File: src/rtl/mac_lane_acc_if.sv
// Beat/result bundle for mac_lane_acc; fetch logic drives the master side, the MAC engine is the slave.
interface mac_lane_acc_if #(
   parameter int unsigned LANES = 4,
   parameter int unsigned IN_W  = 8,
   parameter int unsigned W_W   = 8,
   parameter int unsigned ACC_W = 32
);
   logic                    in_valid;
   logic                    in_first;
   logic                    in_last;
   logic                    signed_act;
   logic [LANES-1:0]        lane_mask;
   logic [LANES*IN_W-1:0]   act;
   logic [LANES*W_W-1:0]    weight;
   logic [ACC_W-1:0]        result;
   logic                    out_valid;
   logic                    ovf;

   modport master (
      output in_valid, in_first, in_last, signed_act, lane_mask, act, weight,
      input  result, out_valid, ovf
   );

   modport slave (
      input  in_valid, in_first, in_last, signed_act, lane_mask, act, weight,
      output result, out_valid, ovf
   );
endinterface

File: src/rtl/mac_lane_acc.sv
// Multi-lane signed MAC: per-beat lane products, adder-tree reduction, framed accumulation.
// Define MAC_LANE_ACC_SAT_EN for a saturating accumulator with a sticky per-sequence ovf flag.
module mac_lane_acc #(
   parameter int unsigned LANES = 4,
   parameter int unsigned IN_W  = 8,
   parameter int unsigned W_W   = 8,
   parameter int unsigned ACC_W = 32
) (
   input logic           clk,
   input logic           rstn,
   mac_lane_acc_if.slave bus
);
   localparam int unsigned PROD_W = IN_W + W_W + 1;
   localparam int unsigned SUM_W  = PROD_W + $clog2(LANES);

   // Activation widened by one bit so unsigned values stay positive in the signed product
   function automatic logic signed [PROD_W-1:0] lane_prod(input logic [IN_W-1:0] a,
                                                          input logic [W_W-1:0]  w,
                                                          input logic            sgn);
      logic signed [PROD_W-1:0] ax;
      logic signed [PROD_W-1:0] wx;
      ax = PROD_W'($signed({sgn & a[IN_W-1], a}));
      wx = PROD_W'($signed(w));
      return ax * wx;
   endfunction

   logic                     s0_valid, s0_first, s0_last, s0_signed;
   logic [LANES-1:0]         s0_mask;
   logic [LANES*IN_W-1:0]    s0_act;
   logic [LANES*W_W-1:0]     s0_weight;
   logic signed [PROD_W-1:0] prod_c [LANES];
   logic                     s1_valid, s1_first, s1_last;
   logic signed [PROD_W-1:0] s1_prod [LANES];
   logic signed [SUM_W-1:0]  tree_c [2*LANES];
   logic                     s2_valid, s2_first, s2_last;
   logic signed [SUM_W-1:0]  s2_sum;
   logic signed [ACC_W-1:0]  acc, acc_nxt, base, sum_ext, res_q;
   logic                     out_valid_q;

   // S0: input capture
   always_ff @(posedge clk or negedge rstn) begin
      if (!rstn) begin
         s0_valid  <= 1'b0;
         s0_first  <= 1'b0;
         s0_last   <= 1'b0;
         s0_signed <= 1'b0;
         s0_mask   <= '0;
         s0_act    <= '0;
         s0_weight <= '0;
      end else begin
         s0_valid  <= bus.in_valid;
         s0_first  <= bus.in_first;
         s0_last   <= bus.in_last;
         s0_signed <= bus.signed_act;
         s0_mask   <= bus.lane_mask;
         s0_act    <= bus.act;
         s0_weight <= bus.weight;
      end
   end

   always_comb begin
      for (int i = 0; i < LANES; i++) begin
         prod_c[i] = '0;
         if (s0_mask[i])
            prod_c[i] = lane_prod(s0_act[i*IN_W +: IN_W], s0_weight[i*W_W +: W_W], s0_signed);
      end
   end

   // S1: lane products
   always_ff @(posedge clk or negedge rstn) begin
      if (!rstn) begin
         s1_valid <= 1'b0;
         s1_first <= 1'b0;
         s1_last  <= 1'b0;
         for (int i = 0; i < LANES; i++) s1_prod[i] <= '0;
      end else begin
         s1_valid <= s0_valid;
         s1_first <= s0_first;
         s1_last  <= s0_last;
         for (int i = 0; i < LANES; i++) s1_prod[i] <= prod_c[i];
      end
   end

   // Heap-ordered binary tree: leaves at LANES..2*LANES-1, root at index 1
   always_comb begin
      tree_c[0] = '0;
      for (int i = 0; i < LANES; i++) tree_c[LANES+i] = SUM_W'(s1_prod[i]);
      for (int n = LANES - 1; n >= 1; n--) tree_c[n] = tree_c[2*n] + tree_c[2*n+1];
   end

   // S2: beat sum
   always_ff @(posedge clk or negedge rstn) begin
      if (!rstn) begin
         s2_valid <= 1'b0;
         s2_first <= 1'b0;
         s2_last  <= 1'b0;
         s2_sum   <= '0;
      end else begin
         s2_valid <= s1_valid;
         s2_first <= s1_first;
         s2_last  <= s1_last;
         s2_sum   <= tree_c[1];
      end
   end

   assign sum_ext = ACC_W'(s2_sum);
   assign base    = s2_first ? '0 : acc;

`ifdef MAC_LANE_ACC_SAT_EN
   localparam int unsigned ACC_X = ACC_W + 1;
   logic signed [ACC_W:0] wide;
   logic                  sat;
   logic                  ovf_q;

   assign wide = ACC_X'(base) + ACC_X'(sum_ext);
   assign sat  = wide[ACC_W] ^ wide[ACC_W-1];

   always_comb begin
      acc_nxt = wide[ACC_W-1:0];
      if (sat)
         acc_nxt = wide[ACC_W] ? {1'b1, {(ACC_W-1){1'b0}}} : {1'b0, {(ACC_W-1){1'b1}}};
   end

   // Sticky within a sequence; a first beat starts it afresh
   always_ff @(posedge clk or negedge rstn) begin
      if (!rstn)
         ovf_q <= 1'b0;
      else if (s2_valid)
         ovf_q <= (s2_first ? 1'b0 : ovf_q) | sat;
   end

   assign bus.ovf = ovf_q;
`else
   assign acc_nxt = base + sum_ext;
   assign bus.ovf = 1'b0;
`endif

   // S3: accumulator and result
   always_ff @(posedge clk or negedge rstn) begin
      if (!rstn) begin
         acc         <= '0;
         res_q       <= '0;
         out_valid_q <= 1'b0;
      end else begin
         out_valid_q <= s2_valid & s2_last;
         if (s2_valid)
            acc <= acc_nxt;
         if (s2_valid & s2_last)
            res_q <= acc_nxt;
      end
   end

   assign bus.result    = res_q;
   assign bus.out_valid = out_valid_q;
endmodule

File: src/flat_wrapper.sv
// flat-port wrapper written by rule: the top's interface ports become plain ports
module mac_lane_acc_flat 
#(
   parameter int unsigned LANES = 4,
   parameter int unsigned IN_W  = 8,
   parameter int unsigned W_W   = 8,
   parameter int unsigned ACC_W = 32
)
  (clk, rstn, bus_in_valid, bus_in_first, bus_in_last, bus_signed_act, bus_lane_mask, bus_act, bus_weight, bus_result, bus_out_valid, bus_ovf);
  mac_lane_acc_if #(.LANES(LANES), .IN_W(IN_W), .W_W(W_W), .ACC_W(ACC_W)) bus_i ();
  input logic clk;
  input logic rstn;
  input wire logic [$bits(bus_i.in_valid)-1:0] bus_in_valid;
  input wire logic [$bits(bus_i.in_first)-1:0] bus_in_first;
  input wire logic [$bits(bus_i.in_last)-1:0] bus_in_last;
  input wire logic [$bits(bus_i.signed_act)-1:0] bus_signed_act;
  input wire logic [$bits(bus_i.lane_mask)-1:0] bus_lane_mask;
  input wire logic [$bits(bus_i.act)-1:0] bus_act;
  input wire logic [$bits(bus_i.weight)-1:0] bus_weight;
  output wire logic [$bits(bus_i.result)-1:0] bus_result;
  output wire logic [$bits(bus_i.out_valid)-1:0] bus_out_valid;
  output wire logic [$bits(bus_i.ovf)-1:0] bus_ovf;
  assign bus_i.in_valid = bus_in_valid;
  assign bus_i.in_first = bus_in_first;
  assign bus_i.in_last = bus_in_last;
  assign bus_i.signed_act = bus_signed_act;
  assign bus_i.lane_mask = bus_lane_mask;
  assign bus_i.act = bus_act;
  assign bus_i.weight = bus_weight;
  assign bus_result = bus_i.result;
  assign bus_out_valid = bus_i.out_valid;
  assign bus_ovf = bus_i.ovf;
  mac_lane_acc #(.LANES(LANES), .IN_W(IN_W), .W_W(W_W), .ACC_W(ACC_W)) u_core (.clk(clk), .rstn(rstn), .bus(bus_i));
endmodule
File: config.mk
export PLATFORM = sky130hd
export DESIGN_NAME = mac_lane_acc_flat
export DESIGN_NICKNAME = d
export VERILOG_FILES = /design/src/rtl/mac_lane_acc_if.sv /design/src/rtl/mac_lane_acc.sv /design/src/flat_wrapper.sv
export SDC_FILE = /design/constraint.sdc
export NUM_CORES = 1
export LEC_CHECK = 0
export CORE_MARGIN = 3
export CORE_UTILIZATION = 26
export DETAILED_ROUTE_END_ITERATION = 8
export GPL_TIMING_DRIVEN = 1
export HOLD_SLACK_MARGIN = 0.08
export PLACE_DENSITY = 0.45
export SETUP_SLACK_MARGIN = 0.15
export SLEW_MARGIN = 10
export SYNTH_ARGS = -nofsm -noshare
export SYNTH_HDL_FRONTEND = slang
export SYNTH_SLANG_ARGS = --single-unit
export TNS_END_PERCENT = 1
File: constraint.sdc
create_clock -name clk -period 5.85 [get_ports clk]
set_input_delay 1.17 -clock clk [delete_from_list [all_inputs] [get_ports clk]]
set_output_delay 1.17 -clock clk [all_outputs]
set_load 0.05 [all_outputs]
* Word-level counts from Yosys, hierarchy flattened
Index checks and enable logic that the tools add are counted. Widths: inputs -> output; s select.
Word-level totals: bits in registers 230, input port bits 74, output and inout port bits 34, word-level logic and storage cells 39
Operators by class: $add $sub $neg 4, $mul 4, muxes and demuxes 5, bitwise gates (word level) 5
Operator list (count):
- $mul 9x8->17 | 4
- $mux 17 | 4
- $add 17x17->18 | 2
- $add 32x19->32 | 1
- $mux 32 | 1
- $add 19x19->19 | 1
- $and 1x1->1 | 5

* Depth between registers and ports, before layout
Gate-level depths: netlist of run 1.
word-level depth 3, depth in mapped cells 20, depth with buffers taken out 19

* Worst setup path after synthesis of run 1
No wires, ideal clock.
kind flip-flop to flip-flop, from register u_core.s0_signed, to register u_core.s1_prod[50] (netlist name), library setup time 78 ps, arrival time 4604 ps, data required time 5772 ps, slack 1168 ps, cell stages (with the launch flop) 18, buffers on the path 2, period minus slack after synthesis 4682 ps, cells stage by stage dfrtp_1 -> clkbuf_1 -> clkbuf_1 -> nand3_1 -> fa_1 -> inv_1 -> fa_1 -> fa_1 -> inv_1 -> fa_1 -> inv_1 -> ha_1 -> inv_1 -> o21bai_1 -> a211o_1 -> a2111oi_2 -> or4_1 -> a21boi_1
RTL lines:
- start, declared | RTL line mac_lane_acc.sv:27 | logic s0_valid, s0_first, s0_last, s0_signed;
- start signal, assigned | RTL line mac_lane_acc.sv:54 | s0_signed <= bus.signed_act;
- end, declared | RTL line mac_lane_acc.sv:33 | logic signed [PROD_W-1:0] s1_prod [LANES];

==> out/results.txt, run 1 <==
For the final hold violation count, the log shows 0. Detailed routing inserted a total of 14907 vias. The final layout contains 2865 nets.

The largest incremental delay on the critical path came out at 0.55 ns. Of all nets on the critical path, the largest fanout is 8. The number of primary I/O pins is 108. The routability congestion estimate from global placement is 0.8254, and the count of hold buffers inserted by post-cts repair is 0. In the routed design, unresolved DRC markers number 0.

The tools report the via count of the first global-routing pass as 15983. The relative area change from synthesis to final layout came out at 15.75%. The total congestion overflow is 0, and the remaining antenna violation count after routing is 0.

The time the final worst path needs with I/O delays and setup came out at 4.979 ns. The synthesized design spends more area on one cell type than any other, namely dfrtp_1. The logs give 105 for the floorplan row count and 83190 microns for the global-route wire length before repair. After synthesis the netlist holds a flip-flop and latch count of 230. Most used routing layer in global routing: met2. Most used cell along the critical path: fa_1.

STA classifies the critical path endpoint as a register. During placement, the flow inserted port buffers numbering 106. Summed over all nets, the half-perimeter wirelength after detailed placement is 39790 microns. The proportion of layout cells with a drive suffix above 1 works out to 0.05808.

Clock tree synthesis selected as its root buffer the cell clkbuf_16. The floorplan die width was 296.4 microns; the fraction of post-synthesis cell area in the top cell type by area was 0.2625. In the routed layout, each cell is associated on average with a via count of 4.347. In this run, the number of DRC markers left after iteration 0 of detailed routing was 480.

Counting flops with a built-in enable in the synthesized netlist gives 0. The max-slew violation total from the final report was 0. Setup repair after global routing left no endpoint under its margin. No sink is reached through more buffers than the 3 on the longest clock path. The run gives 0.193 as the sequential fraction of design power.

Walking the worst path, the cells encountered are nand2b_1 > fa_1 > fa_1 > inv_1 > fa_1 > inv_1 > fa_1 > inv_1 > ha_1 > a21oi_1 > o21bai_1 > a21oi_1 > o21bai_1 > a211o_1 > a2111oi_2 > o31ai_1 > a21boi_1. The tools report the initial antenna violation count as 0. For the overall track demand over capacity in global routing, the log shows 0.1171. The portion of the clock cycle consumed by the worst path in the final layout is 0.8511. The tools report the setup clock skew after layout as 0.02730 ns. The run gives 2223 as the synthesized instance count. The count of cells in the finished layout, fillers not included, comes to 3429. Clock-pin slew was measured on the worst setup and hold paths at 0.05 ns. The worst setup margin came out at 0.8712 ns. The number of antenna diodes in the final layout is 0. The slew at the pin closest to its max-slew limit was 1.085 ns.

inv_1 is the most common cell in the netlist. In this run the static leakage power is 12.18 nW. Insertion delay of the later-clocked pin in the worst-skew pair: 0.54 ns. The core region is 82770 sq um. The area enclosed by the die boundary was 87840 sq um.

The instance area at placement was 24240 sq um. The flow ran to the end, and the final reports show no timing, DRC or antenna violations. Among all flip-flop cells after synthesis, the most frequent one is dfrtp_1. Sorting the synthesized cells by area gives the leading types as dfrtp_1 26%, fa_1 23%, ha_1 12%, inv_1 7.1%, and2_1 5.9%. The analysis attributes to net switching a power of 5.569 mW.

The relative contribution of the clock network to total power was 0.163. The run gives 0 as the final count of negative-setup-slack endpoints. For the count of TritonRoute iterations in the first routing pass, the log shows 4. Entering global routing, the biggest net connects 136 pins. The logs give 0.644 for the part of the power in combinational logic and 25380 sq um for the area of all placed cells without fillers. The distinct cell type count after synthesis was 74; the post-CTS setup buffer count was 0.

Gates resized during post-CTS repair numbered 0. In this run the vertical extent of the chip is 296.4 microns. The mean instance size in the synthesized netlist is 9.862 sq um, and the total number of clock tree sinks is 230.

The routing usage on met1 was 0.1538; the setup total negative slack was 0 ns. The slowest stage of the critical path belongs to the cell fa_1. Switching power as a share of total power: 0.4407. The synthesized netlist occupies a cell area of 21920 sq um. The logs give 0 for the number of max-cap violations and 0 for the Yosys warning count. The largest voltage drop on the vdd net is 0.2477 mV. The path class of the tightest hold or removal check is register to register. The logs give 0.2649 for the starting utilization of the core area and 0.2719 for the headroom to the max-slew limit. Prior to clock tree synthesis, the placed netlist has a worst setup slack of 0.8817 ns. Type of the setup path with the least slack: register to register.

The met2 track utilization from global routing was 0.2008. The count of placed standard cells including taps came out at 3369. After synthesis, the most frequently instantiated cells are 415 x inv_1, 248 x fa_1, 230 x dfrtp_1.

The tools report the internal power as 7.069 mW. The tools report the final wirelength as 49440 microns. The share of flip-flops with an asynchronous set or reset after synthesis came out at 1.000. The nature of the critical path startpoint was a register.

The power density of the placed cells is 498.0 nW/um^2, and the H-tree depth is 2. For the clock buffer count from CTS, the log shows 35. The utilization after layout was 0.3066. For this run, the top clock speed supported by timing is 0.2009 GHz. STA puts the critical path data required time at 6.31 ns.

TritonCTS built the clock tree. The net count after synthesis was 2752; the data arrival time of the critical path was 5.44 ns. The logs give 0.01911 for the global routing usage on met3 and 0.2625 for the part of the Yosys area used for sequential elements.

In the final routed layout, each cell accounts on average for 14.42 microns. Counting the fill cells in the layout gives 8635.
worst paths after layout:
| check | from | end | slack [ns] | depth (start not counted) |
|---|---|---|---|---|
| setup / recovery | u_core.s0_act[8]$_DFF_PN0_ | u_core.s1_prod[50]$_DFF_PN0_ | 0.87 | 17 |
| hold / removal | u_core.s0_valid$_DFF_PN0_ | u_core.s1_valid$_DFF_PN0_ | 0.34 | 0 |
| setup reg to reg | u_core.s0_act[8]$_DFF_PN0_ | u_core.s1_prod[50]$_DFF_PN0_ | 0.87 | 17 |
| hold reg to reg | u_core.s0_valid$_DFF_PN0_ | u_core.s1_valid$_DFF_PN0_ | 0.34 | 0 |
| max in group asynchronous | rstn | u_core.s1_prod[1]$_DFF_PN0_ | 4.25 | 2 |
| min in group asynchronous | rstn | u_core.s1_prod[53]$_DFF_PN0_ | 0.52 | 1 |
cells by family after synthesis:
kind of cell    synth area share
other cells            0.0001711
flops                     0.2625
buf+inv                  0.07859
fa+ha+maj                 0.3446
simple gates              0.1515
mux                      0.02460
compound gates           0.09046
xor+xnor                 0.04754
flip-flops by register name (all words and copies together), names as in the netlist, 4 cells and up:
| register | flops |
|---|---|
| u_core.s2_sum | 19 |
| u_core.s0_act | 32 |
| u_core.bus.result | 32 |
| u_core.s0_mask | 4 |
| u_core.acc | 32 |
| u_core.s0_weight | 32 |
| u_core.s1_prod | 68 |
power by group through the flow:
stage,Clock [mW],Sequential [mW],Combinational [mW]
after global routing,2.23,2.51,9.31
after floorplan,0,2.72,6.07
after detailed placement,0,2.47,8.22
after global placement,0,2.47,8.16
final,2.06,2.44,8.13
after CTS,2.18,2.45,8.29
layer usage:
| layer | share of wire | routed length (microns) |
|---|---|---|
| met2 | 0.49 | 24110 |
| met4 | 0.019 | 944 |
| met5 | 0 | 0 |
| met3 | 0.031 | 1545 |
| met1 | 0.46 | 22840 |
layout by cell type (no fill, tap or decap), drive strengths merged, types with 47 or more instances in the layout:
cell type      netlist  final
ha                 207    207
a21oi               90     90
inv                416    416
and2               208    208
nor2                89     89
nor2b               47     47
dfrtp              230    230
o21ai               55     55
nand2              123    123
clkbuf              33     50
fa                 248    248
xnor2               95     95
mux2                47     47
clkdlybuf4s50        0    105
critical path: cells and delay by family, from the launching register on:
family	cells	cell delay, ns
compound gates	8	1.65
fa+ha+maj	5	2.44
buf+inv	3	0.14
flops	1	0.47
simple gates	1	0.21
final cells by class:
cell class	instances	area, sq um	share of cell area
multi-input cells	1536	14440	0.5692
inverters	421	1580	0.06228
flip-flops and latches	230	5756	0.2268
repair buffers	112	1124	0.04428
clock inverters	10	88.84	0.003501
well taps	1070	1339	0.05276
clock buffers	50	1045	0.04117
per-stage QoR:
stage / hold WS (ns) / total power [mW]
2_1_floorplan: 0.3312 / 8.790
3_3_place_gp: 0.3375 / 10.63
3_5_place_dp: 0.3356 / 10.70
4_1_cts: 0.3482 / 12.92
5_1_grt: 0.3570 / 14.05
6_report: 0.3449 / 12.64
Note: power is estimated with default switching activity, not from simulation.
==> inputs of run 2 (changes only) <==
--- a/config.mk
+++ b/config.mk
@@ -12,7 +12,7 @@
 export HOLD_SLACK_MARGIN = 0.08
 export PLACE_DENSITY = 0.45
 export SETUP_SLACK_MARGIN = 0.15
-export SLEW_MARGIN = 10
+export SLEW_MARGIN = 25
 export SYNTH_ARGS = -nofsm -noshare
 export SYNTH_HDL_FRONTEND = slang
 export SYNTH_SLANG_ARGS = --single-unit
==> constraint.sdc (replaced) <==
create_clock -name clk -period 6.2 [get_ports clk]
set_input_delay 1.24 -clock clk [delete_from_list [all_inputs] [get_ports clk]]
set_output_delay 1.24 -clock clk [all_outputs]
set_load 0.05 [all_outputs]
==> run 2 against run 1 <==
Against the previous run:
- wire length fell by 1.0%
- highest routed layer unchanged
- cell count barely moved
- maximum frequency fell by 1.1%
- critical path type unchanged
==> out/results.txt, run 2 (synthesized netlist as in run 1, its figures left out) <==
Post-CTS timing repair inserted 0 buffers for setup. The average vias per placed instance was 4.350; the quantity of gates resized following cts was 0. The logic depth of the worst setup path including buffers works out to 17. Master of the slowest instance on the critical path: dfrtp_1.

Worst reg-to-reg setup slack: 1.17 ns. At the worst endpoint, the required time is 6.65 ns. The H-tree depth is 2. Counting tap cells, the placed design contains a total of 3367 instances. For the pin with the worst max-slew slack, the measured transition is 0.8804 ns. For the global-route wire length before repair, the log shows 83380 microns.

The overall track demand over capacity in global routing is 0.1172. For the setup clock skew after layout, the log shows 0.01876 ns. In the layout the commonest cells are 415 x inv_1, 248 x fa_1, 230 x dfrtp_1, 207 x and2_1, 207 x ha_1. The area of the core was 82770 sq um. Clock-pin slew was measured on the worst setup and hold paths at 0.05 ns. Dividing the detail-routed wire length by the instance count gives 14.26 microns. The worst-case IR drop observed on VDD is 0.2332 mV. The floorplan has 105 rows.

Nature of the critical path endpoint: a register. The register with the most flip-flops in the layout has 68 of them. Worst setup margin: 1.166 ns. The final hold violation count was 0; the fmax was 0.1987 GHz. The tools report the final count of negative-setup-slack endpoints as 0. The number of buffer cells added on primary ports is 106. Most frequent standard cell in the layout excluding fill and tap cells: inv_1. The total overflow left after global routing is 0. The setup path with the least slack is of type register to register. The number of max-cap violations was 0; the power density of the placed cells was 474.2 nW/um^2. Count of TritonRoute iterations in the first routing pass: 4. Measured along the x axis, the die boundary spans 296.4 microns. The portion of the clock cycle consumed by the worst path in the final layout is 0.8119. Area enclosed by the die boundary: 87840 sq um. For this design, the sink count on the clock tree is 230.

The register with the highest flop count is u_core.s1_prod. Headroom to the max-slew limit: 0.4131. Following the worst setup path forward leads to its endpoint at u_core.s1_prod[16]$_DFF_PN0_. The number of buffers and inverters on the critical path works out to 4. TritonCTS built the clock tree. The worst register-to-register path ends at u_core.s1_prod[16]$_DFF_PN0_. In this run the static leakage power is 12.20 nW. The die height was 296.4 microns. Of all nets on the critical path, the largest fanout is 17. The setup total negative slack came out at 0 ns.

The critical path starts at u_core.s0_signed$_DFF_PN0_. 108 I/O pins were placed. After detailed routing, the number of remaining DRC violations is 0.

For the starting utilization of the core area, the log shows 0.2649. The routed design could run at a clock period as short as 5.034 ns. After the last flow step, the layout net total stands at 2863. The max-slew violation total from the final report was 0; the relative area change from synthesis to final layout was 16.12%. Buffers inserted during clock tree synthesis total 35. After the flow finishes, the layout carries non-filler instances totaling 3431. The flow ran to the end, and the final reports show no timing, DRC or antenna violations.

The via count of the first global-routing pass is 16172, and the largest incremental delay on the critical path is 0.74 ns. The total power of the final layout came out at 12.07 mW. Counting along the longest clock path gives a buffer depth of 3. The run gives 0.8148 as the routability congestion estimate from global placement. The total number of vias was 14926; the filler cell count in the final layout was 8580. In this run the cell area measured after placement is 24230 sq um. For the number of DRC markers in iteration 0, the log shows 543. The tools report the startpoint of the worst register-to-register path as u_core.s0_signed$_DFF_PN0_. The area of all placed cells without fillers was 25460 sq um.

STA classifies the critical path startpoint as a register. The remaining antenna violation count after routing came out at 0. For this block, the routed nets add up to 48930 microns of wire. The worst register-to-register path has a depth of 17. The cell at the root of the clock tree is clkbuf_16. Among cell families on the critical path, the largest total delay comes from adder cells.

The run gives 0 as the count of hold buffers inserted by post-cts repair. Proportion of layout cells with a drive suffix above 1: 0.06059. Walking the worst path, the cells encountered are buf_4 > and3_1 > ha_1 > fa_1 > fa_1 > inv_1 > fa_1 > inv_1 > ha_1 > inv_1 > o21bai_1 > a21oi_1 > o21bai_1 > a211o_1 > a2111oi_2 > o21ai_1 > a21boi_1. The worst hold path was traced through 0 stages.

The pin count of the biggest net entering global routing was 136. Type of the tightest min-delay check: register to register. Prior to clock tree synthesis, the placed netlist has a worst setup slack of 1.094 ns. Setup repair after global routing left no endpoint under its margin. At the later pin of the worst-skew pair, clock insertion delay measures 0.54 ns. Detailed placement ended at an HPWL of 39550 microns. At the worst endpoint, the arrival time is 5.49 ns. The initial antenna violation count is 1.
## run 2: metal layers
layer / vias up / global-route usage / wire length [microns]
met5: - / 0 / 0
met3: 48 / 0.01613 / 1468
li1: 7321 / - / -
met4: 0 / 0.03254 / 933
met2: 162 / 0.1993 / 23800
met1: 7395 / 0.1562 / 22730
## run 2: power breakdown
group          leakage (nW)  switching, mW  internal, mW
clock                 0.585          0.761          1.32
sequential             2.78          0.294          2.01
combinational          8.84           4.24          3.45
## run 2: how the worst min path moves through the flow
stage,slack (ns),to,startpoint
6_report,0.34,u_core.s1_valid$_DFF_PN0_,u_core.s0_valid$_DFF_PN0_
5_1_grt,0.36,u_core.s2_last$_DFF_PN0_,u_core.s1_last$_DFF_PN0_
4_1_cts,0.35,u_core.s1_valid$_DFF_PN0_,u_core.s0_valid$_DFF_PN0_
3_5_place_dp,0.34,u_core.s1_valid$_DFF_PN0_,u_core.s0_valid$_DFF_PN0_
3_3_place_gp,0.34,u_core.s1_first$_DFF_PN0_,u_core.s0_first$_DFF_PN0_
2_1_floorplan,0.33,u_core.s1_first$_DFF_PN0_,u_core.s0_first$_DFF_PN0_
## run 2: stage by stage
stage          utilization  hold WS [ns]
2_1_floorplan            -        0.3312
3_3_place_gp        0.2927        0.3372
3_5_place_dp        0.2927        0.3356
4_1_cts             0.3075        0.3477
5_1_grt             0.3075        0.3567
6_report            0.3076        0.3443
## run 2: cell type report
type | instances | area, sq um | share of cell area
multi-input combinational | 1536 | 14440 | 0.5674
sequential | 230 | 5756 | 0.2261
inverter | 421 | 1582 | 0.06213
tap | 1070 | 1339 | 0.05259
timing repair buffer | 110 | 1109 | 0.04355
clock buffer | 41 | 960.9 | 0.03775
clock inverter | 22 | 264.0 | 0.01037
antenna | 1 | 2.502 | 0.00009830
